<file path="config.mk">
export PLATFORM = sky130hd
export DESIGN_NAME = axi_read_arbiter
export DESIGN_NICKNAME = d
export VERILOG_FILES = /design/src/rtl/axi_arb_pkg.sv /design/src/rtl/axi_rr_arb2.sv /design/src/rtl/axi_read_arbiter.sv
export SDC_FILE = /design/constraint.sdc
export NUM_CORES = 1
export LEC_CHECK = 0
export CAP_MARGIN = 30
export CORE_AREA = 2 2 110 112
export CTS_CLUSTER_DIAMETER = 50
export DETAILED_ROUTE_END_ITERATION = 10
export DIE_AREA = 0 0 112 114
export PLACE_DENSITY = 0.53
export REMOVE_ABC_BUFFERS = 1
export SLEW_MARGIN = 30
export SYNTH_ARGS = -nofsm -noshare
export SYNTH_HDL_FRONTEND = slang
export SYNTH_SLANG_ARGS = --single-unit
</file>
<file path="constraint.sdc">
create_clock -name ACLK -period 2.4 [get_ports ACLK]
set_input_delay 0.72 -clock ACLK [delete_from_list [all_inputs] [get_ports ACLK]]
set_output_delay 0.72 -clock ACLK [all_outputs]
set_load 0.01 [all_outputs]
</file>
<file path="src/rtl/axi_arb_pkg.sv">
// Shared types and constants for the two-master AXI read arbiter.
// Build option: AXI_DEFAULT_SLAVE_EN enables the DECERR default slave.
package axi_arb_pkg;

  localparam int IDM_W  = 4;
  localparam int IDS_W  = IDM_W + 4;
  localparam int ADDR_W = 32;
  localparam int DATA_W = 32;
  localparam int LEN_W  = 4;

  localparam logic [15:0] S0_BASE = 16'h0000;
  localparam logic [15:0] S1_BASE = 16'h0001;

  localparam logic [1:0] RESP_OKAY   = 2'b00;
  localparam logic [1:0] RESP_DECERR = 2'b11;

  typedef struct packed {
    logic [IDM_W-1:0]  id;
    logic [ADDR_W-1:0] addr;
    logic [LEN_W-1:0]  len;
    logic [2:0]        size;
    logic [1:0]        burst;
  } ar_req_t;

  typedef struct packed {
    logic [IDS_W-1:0]  id;
    logic [ADDR_W-1:0] addr;
    logic [LEN_W-1:0]  len;
    logic [2:0]        size;
    logic [1:0]        burst;
  } ar_req_s_t;

  typedef struct packed {
    logic [IDM_W-1:0]  id;
    logic [DATA_W-1:0] data;
    logic [1:0]        resp;
    logic              last;
  } r_rsp_t;

  typedef struct packed {
    logic [IDS_W-1:0]  id;
    logic [DATA_W-1:0] data;
    logic [1:0]        resp;
    logic              last;
  } r_rsp_s_t;

  typedef enum logic [1:0] {
    IDLE,
    ADDR,
    DATA,
    DERR
  } state_e;

  function automatic logic dec_s1(input logic [15:0] hi);
    return hi == S1_BASE;
  endfunction

  function automatic logic dec_unmapped(input logic [15:0] hi);
    return (hi != S0_BASE) && (hi != S1_BASE);
  endfunction

endpackage

</file>
<file path="src/rtl/axi_rr_arb2.sv">
// Two-way round-robin picker; one-hot grant, the side that
// did not win last time is preferred when both request.
module axi_rr_arb2 (
  input  logic [1:0] i_req,
  input  logic       i_last,
  output logic [1:0] o_gnt
);

  always_comb begin
    if (&i_req) o_gnt = i_last ? 2'b01 : 2'b10;
    else        o_gnt = i_req;
  end

endmodule

</file>
<file path="src/rtl/axi_read_arbiter.sv">
// Single-outstanding AXI read arbiter: two masters onto two slaves.
// Build option: AXI_DEFAULT_SLAVE_EN routes unmapped reads to DECERR.
module axi_read_arbiter
  import axi_arb_pkg::*;
(
  input  logic                ACLK,
  input  logic                ARESETn,
  input  logic [1:0]          m_ar_valid,
  input  ar_req_t   [1:0]     m_ar,
  output logic [1:0]          m_ar_ready,
  output logic [1:0]          m_r_valid,
  output r_rsp_t              m_r,
  input  logic [1:0]          m_r_ready,
  output logic [1:0]          s_ar_valid,
  output ar_req_s_t           s_ar,
  input  logic [1:0]          s_ar_ready,
  input  logic [1:0]          s_r_valid,
  input  r_rsp_s_t  [1:0]     s_r,
  output logic [1:0]          s_r_ready
);

  state_e     r_state;
  state_e     w_next;
  logic       r_grant;
  logic       r_last;
  logic       r_sel;
  logic [1:0] w_gnt_oh;
  logic       w_gnt;
  logic [15:0] w_hi;
  ar_req_t    w_ar;
  r_rsp_s_t   w_sr;
  logic       w_r_hs;
  logic       w_unused_rid;

`ifdef AXI_DEFAULT_SLAVE_EN
  logic             r_unmap;
  logic [LEN_W-1:0] r_beat_cnt;
  logic [LEN_W-1:0] r_len;
  logic [IDM_W-1:0] r_id;
`endif

  axi_rr_arb2 u_rr (
    .i_req  (m_ar_valid),
    .i_last (r_last),
    .o_gnt  (w_gnt_oh)
  );

  assign w_gnt = w_gnt_oh[1];
  assign w_hi  = m_ar[w_gnt].addr[ADDR_W-1:16];
  assign w_ar  = m_ar[r_grant];
  assign w_sr  = s_r[r_sel];

  // Upper slave-ID bits only carry the routing tag and are dropped.
  assign w_unused_rid = ^{s_r[0].id[IDS_W-1:IDM_W],
                          s_r[1].id[IDS_W-1:IDM_W]};

  always_comb begin
    w_next     = r_state;
    m_ar_ready = '0;
    m_r_valid  = '0;
    m_r        = '0;
    s_ar_valid = '0;
    s_ar       = '0;
    s_r_ready  = '0;
    w_r_hs     = 1'b0;
    unique case (r_state)
      IDLE: begin
        if (|w_gnt_oh) w_next = ADDR;
      end
      ADDR: begin
`ifdef AXI_DEFAULT_SLAVE_EN
        if (r_unmap) begin
          m_ar_ready[r_grant] = 1'b1;
          w_next = DERR;
        end else
`endif
        begin
          s_ar_valid[r_sel] = m_ar_valid[r_grant];
          s_ar.id    = {4'b0001 << r_grant, w_ar.id};
          s_ar.addr  = w_ar.addr;
          s_ar.len   = w_ar.len;
          s_ar.size  = w_ar.size;
          s_ar.burst = w_ar.burst;
          m_ar_ready[r_grant] = s_ar_ready[r_sel];
          if (m_ar_valid[r_grant] && s_ar_ready[r_sel])
            w_next = DATA;
        end
      end
      DATA: begin
        m_r_valid[r_grant] = s_r_valid[r_sel];
        m_r.id   = w_sr.id[IDM_W-1:0];
        m_r.data = w_sr.data;
        m_r.resp = w_sr.resp;
        m_r.last = w_sr.last;
        s_r_ready[r_sel] = m_r_ready[r_grant];
        w_r_hs = s_r_valid[r_sel] && m_r_ready[r_grant];
        if (w_r_hs && w_sr.last) w_next = IDLE;
      end
`ifdef AXI_DEFAULT_SLAVE_EN
      DERR: begin
        m_r_valid[r_grant] = 1'b1;
        m_r.id   = r_id;
        m_r.resp = RESP_DECERR;
        m_r.last = (r_beat_cnt == r_len);
        w_r_hs = m_r_ready[r_grant];
        if (w_r_hs && m_r.last) w_next = IDLE;
      end
`endif
      default: w_next = IDLE;
    endcase
  end

  always_ff @(posedge ACLK) begin
    if (!ARESETn) begin
      r_state <= IDLE;
      r_grant <= 1'b0;
      r_last  <= 1'b1;
      r_sel   <= 1'b0;
    end else begin
      r_state <= w_next;
      if (r_state == IDLE && |w_gnt_oh) begin
        r_grant <= w_gnt;
        r_sel   <= dec_s1(w_hi);
      end
      if (r_state != IDLE && r_state != ADDR && w_next == IDLE)
        r_last <= r_grant;
    end
  end

`ifdef AXI_DEFAULT_SLAVE_EN
  always_ff @(posedge ACLK) begin
    if (!ARESETn) begin
      r_unmap    <= 1'b0;
      r_beat_cnt <= '0;
      r_len      <= '0;
      r_id       <= '0;
    end else begin
      if (r_state == IDLE && |w_gnt_oh)
        r_unmap <= dec_unmapped(w_hi);
      if (r_state == ADDR) begin
        r_beat_cnt <= '0;
        r_len      <= w_ar.len;
        r_id       <= w_ar.id;
      end else if (w_r_hs) begin
        r_beat_cnt <= r_beat_cnt + 1'b1;
      end
    end
  end
`endif

  a_ar_hold: assert property (@(posedge ACLK) disable iff (!ARESETn)
    (r_state == ADDR) |-> m_ar_valid[r_grant]);

endmodule

</file>
==> results of run 1 <==
## cells in the mapped netlist (3+ instances only)
library cell	count	area, um2
a21oi_1	3	15.0
nand2_1	3	11.3
buf_2	7	35.0
nor3_1	4	20.0
buf_6	6	67.6
buf_4	9	67.6
mux2i_1	44	440
nor4_1	6	37.5
a22o_1	45	394
dfxtp_1	5	100
nor2_1	46	173
## report_power, final
part / internal, uW / switching, uW
clock: 220 / 57.5
sequential: 90.7 / 9.23
combinational: 552 / 303
total: 863 / 370
## through the flow
| step | instances | hold slack [ns] | instance area [um2] | power, uW | setup slack, ns |
|---|---|---|---|---|---|
| 2_1_floorplan | 181 | 0.482 | 1370 | 397 | -0.592 |
| 3_3_place_gp | 622 | 0.511 | 4520 | 983 | -0.549 |
| 3_5_place_dp | 622 | 0.525 | 4520 | 987 | -0.564 |
| 4_1_cts | 634 | 0.534 | 4570 | 1240 | 0.00112 |
| 5_1_grt | 635 | 0.592 | 4580 | 1300 | 0.00133 |
| 6_report | 635 | 0.530 | 4580 | 1230 | 0.0132 |
## registers in the layout, summed over array words and instances (netlist names)
name,count
r_grant,1
r_last,1
r_sel,1
r_state,2
## cell usage in the layout (no fill, tap or decap), types with 3 or more instances in the layout
master / n
clkdlybuf4s50_1: 169
dlygate4sd2_1: 49
nor2_1: 46
a22o_1: 45
mux2i_1: 41
clkdlybuf4s15_1: 28
buf_4: 25
clkbuf_2: 12
nor4_1: 6
dlymetal6s2s_1: 6
buf_2: 6
buf_12: 6
nor3_1: 4
a21oi_1: 3
nand2_1: 3
clkbuf_16: 3
dfxtp_1: 3
## critical path: cells and delay by family
family | cells | cell delay (ns)
compound gates | 1 | 0.22
buf+inv | 2 | 0.73
## area by class of cell
type | count | area [um2] | share of cell area (%)
Sequential cell | 5 | 103 | 2.24
Clock buffer | 4 | 78.8 | 1.72
Timing Repair Buffer | 303 | 2910 | 63.6
Tap cell | 147 | 184 | 4.02
Inverter | 2 | 7.51 | 0.164
Multi-Input combinational cell | 174 | 1290 | 28.2
## per-layer routing
| layer | GRT usage, % | up-vias | routed length (um) |
|---|---|---|---|
| met5 | 0 | - | 0 |
| li1 | - | 1331 | - |
| met4 | 3.82 | 0 | 156 |
| met1 | 13.6 | 1190 | 3190 |
| met2 | 26.4 | 158 | 4980 |
| met3 | 4.14 | 13 | 896 |
## repair_timing
item,4_1_cts,5_1_grt
hold buffers,0,0
pin swaps,1,1
setup endpoints to repair,94,63
cloned,1,0
resized for setup,121,61
setup buffers,7,1
## path summary, 6_finish.rpt
kind | from | to | slack [ns] | cells past startpoint
max reg2reg | r_sel | r_state[0] | 0.68 | 6
max | m_ar[26] | s_ar[26] | 0.01 | 3
min reg2reg | r_last | r_last | 0.53 | 2
min | r_last | r_last | 0.53 | 2
## logic make-up after synthesis
logic type             synth area share [%]
multiplexers                           29.3
AO/OA/AOI/OAI                          29.4
AND/OR/NAND/NOR                        22.9
other                                 0.243
flip-flops                             6.49
buffers and inverters                  11.8
==> run summary, run 1 <==
Status: complete, no violations
Max Fclk: 0.419 GHz
Io pins: 282
Endpoints failing hold: 0
Synthesized flop and latch total: 5
Syn Inst Count: 203
Netlist Area Pre-Place: 1540 um2
Die Area: 12800 um2
Clk_lat worst skew: 0.23 ns
# clock sinks: 5
Synthesis Warnings: 0
First-pass GRT wire length: 13900 um
Starting Density: 13.2%
Die span in y: 114 um
Initial antenna violation count: 0
# DRC: 0
Core Footprint: 11700 um2
Die Width: 112 um
Final net count: 675
Syn_area_per_cell: 7.60 um2
Layout cells sized above 1: 13.1%
Register area share after synthesis: 6.49%
Fin Clk Skew: 0.000565 ns
EDFF count, synth: 0
Max-cap violations: 0
Fin util: 39.1%
Final HPWL DP: 7710 um
Routed Antenna Nets: 0
Num CTS Buffers: 3
Worst hold path class: register to register
H-tree Lvls: 1
CP required: 1.68 ns
Critical-path cell list: clkdlybuf4s50_1 > a22o_1 > dlygate4sd2_1
LEAKAGE: 0.00203 uW
Grt ovf: 0
Kind of critical path: primary input to output port
Post-Route WL: 9220 um
Primary FF master, synth: dfxtp_1
Port bufs: 271
CTS clock-pin slew for the worst setup and hold paths: 0.03 ns
Startpoint types: primary input
Crit path max fanout: 2
Antenna cells: 0
Async set-reset flop share out of synthesis: 0%
Setup tns final: 0 ns
P per Cell Area: 269 nW/um2
Fin crit share: 99.4%
Vias per inst: 4.24
Placement row count: 40
RD Place Congestion: 0.775
Fillers: 1224
Syn-to-layout area delta: 197%
Largest stage delay on the critical path: 0.44 ns
First-pass DRT Iterations: 3
Endpoints failing setup: 0
Maximum root-to-sink buffer count: 2
CTS tree: built
Critical path's slowest cell: clkdlybuf4s50_1
Vias in the first global route: 2755
CTS root buffer: clkbuf_16
DR WL/cell: 14.5 um
Vias: 2692
RSZ-0062 raised after global routing: false
VDD IR-drop max: 153 uV
GRT Overall Usage: 13.4%
Initial DRC count: 95
Pins Over Slew Limit: 0
Critical path endpoint category: output port
Largest net degree at the start of global routing: 45
Synth cell types: 30
WP data arrival: 1.67 ns
Fin crit period: 2.39 ns
(Power assumes the default switching activity.)
==> run 2: changes to the inputs <==
- HOLD_SLACK_MARGIN: not set -> 0.08
==> results of run 2 <==
No change in the layout: final DEF, timing and power equal those of run 1.
==> run 3: changes to the inputs <==
- CORE_AREA: 2 2 110 112 -> 3 3 107 109
- DIE_AREA: 0 0 112 114 -> 0 0 110 112
- PLACE_DENSITY: 0.53 -> 0.57
==> run 3 against run 2 <==
Compared with the run above: clock-buffer cell count did not move; non-clock buffer count is 5 higher; global-route usage increased by 0.62 points; register-to-register slack barely moved; highest routed layer unchanged; critical path type unchanged; cell area is 0.87% higher; critical path depth unchanged; largest power group unchanged; worst hold slack improved by 0.030 ns.
==> run summary, run 3 (synthesis results as in run 1) <==
Max-cap violations: 0
Die Width: 110 um
Comb power frac: 77.3%
Largest stage delay on the critical path: 0.43 ns
Placed cell count: 622
Critical path's slowest cell: clkdlybuf4s50_1
Die span in y: 112 um
P per Cell Area: 246 nW/um2
Worst r2r src: r_sel
Final HPWL DP: 8390 um
CTS clock-pin slew for the worst setup and hold paths: 0.04 ns
Vias in the first global route: 2649
Critical-path cell list: clkdlybuf4s50_1 > a22o_1 > dlygate4sd2_1
Initial DRC count: 81
Routed Antenna Nets: 0
Sequential share of power: 8.8%
Initial antenna violation count: 0
Die Area: 12300 um2
# clock sinks: 5
Switch Pwr: 362 uW
CTS tree: built
Internal Pwr Total: 775 uW
RD Place Congestion: 0.777
Worst slack at placement: -0.549 ns
Startpoint types: primary input
Hold Crit Start: r_last
R2R Path End: r_state[0]
Max Fclk: 0.421 GHz
Syn-to-layout area delta: 199%
Num CTS Buffers: 3
Core Footprint: 10700 um2
Crit path max fanout: 2
Reg2reg setup slack: 0.68 ns
Critical path endpoint category: output port
Status: complete, no violations
Kind of critical path: primary input to output port
Largest net degree at the start of global routing: 28
Fin crit share: 98.9%
LEAKAGE: 0.00207 uW
Design Area, Final: 4620 um2
Io pins: 282
R2R depth: 7
Power share of the clock group: 13.9%
Starting Density: 14.4%
Maximum root-to-sink buffer count: 2
Grt ovf: 0
Post-Route WL: 9730 um
DR WL/cell: 15.4 um
Sw frac: 31.8%
CTS root buffer: clkbuf_8
Endpoints failing setup: 0
First-pass DRT Iterations: 4
VDD IR-drop max: 94.1 uV
WP data arrival: 1.65 ns
Layout cells sized above 1: 13.4%
Placement row count: 38
Most flop-heavy register: r_state
RSZ-0062 raised after global routing: false
Vias: 2743
First-pass GRT wire length: 13500 um
Most common cell after layout, fill and taps aside: clkdlybuf4s50_1
Commonest non-fill, non-tap cells in the layout: clkdlybuf4s50_1, dlygate4sd2_1, nor2_1
Port bufs: 271
Fin worst setup slack: 0.0264 ns
H-tree Lvls: 1
Clk_lat worst skew: 0.23 ns
Fin Clk Skew: 0.00514 ns
Worst hold path cell count: 2
Final net count: 680
Setup tns final: 0 ns
Hold buffer count at cts: 0
Hold worst-path end: r_last
CP required: 1.68 ns
Placed Area: 4590 um2
# DRC: 0
Antenna cells: 0
Fin crit period: 2.37 ns
Fin cells: 633
GRT Overall Usage: 14.0%
Worst hold path class: register to register
Vias per inst: 4.33
Max FFs per register: 2
Pins Over Slew Limit: 0
Endpoints failing hold: 0
==> run 3: how the worst max path moves through the flow <==
stage	startpoint	endpoint	slack (ns)	cells after the start
finish	m_ar[27]	s_ar[27]	0.03	3
detailed placement	m_ar_valid[1]	s_ar_valid[0]	-0.55	5
CTS	m_r_ready[1]	s_r_ready[1]	0.001	4
global placement	m_ar_valid[1]	s_ar_valid[1]	-0.54	5
global route	m_ar[27]	s_ar[27]	0.001	3
floorplan	r_sel	m_r_valid[1]	-0.59	2
==> run 3: cell type report <==
cell class | instances | area, um2
timing repair buffer | 308 | 2980
inverter | 2 | 7.51
fill | 1110 | 6080
multi-input combinational | 174 | 1310
tap | 140 | 175
sequential | 5 | 101
clock buffer | 4 | 45.0
==> run 3: worst max-delay path: cells and delay by family <==
kind                   cells  cell delay [ns]
buffers and inverters      2             0.71
AOI/OAI and AO/OA          1             0.22
==> run 3: timing repair <==
action	4_1_cts	5_1_grt
cloned	0	2
endpoints found under the setup margin	92	40
pin swaps	0	2
buffers inserted	3	2
gates resized for setup	121	35
==> run 3: routing by layer <==
layer  share of wire [%]  global-route usage, %  wire length, um
met2                  54                   28.1             5250
met3                  12                   4.35             1150
met1                  33                   13.3             3200
met5                   0                      0                0
met4                 1.3                   3.66              127
==> run 3: through the flow <==
stage	utilization (%)	hold slack, ns	power (uW)
2_1_floorplan	-	0.482	397
3_3_place_gp	42.9	0.510	994
3_5_place_dp	42.9	0.566	1000
4_1_cts	42.5	0.570	1110
5_1_grt	43.2	0.595	1210
6_report	43.2	0.560	1140
==> run 3: power groups by stage <==
stage / logic [uW] / registers, uW / clock network [uW]
final: 878 / 100 / 158
after global placement: 893 / 101 / 0
after global routing: 941 / 102 / 171
after detailed placement: 901 / 101 / 0
after CTS: 846 / 101 / 162
after floorplan: 274 / 123 / 0
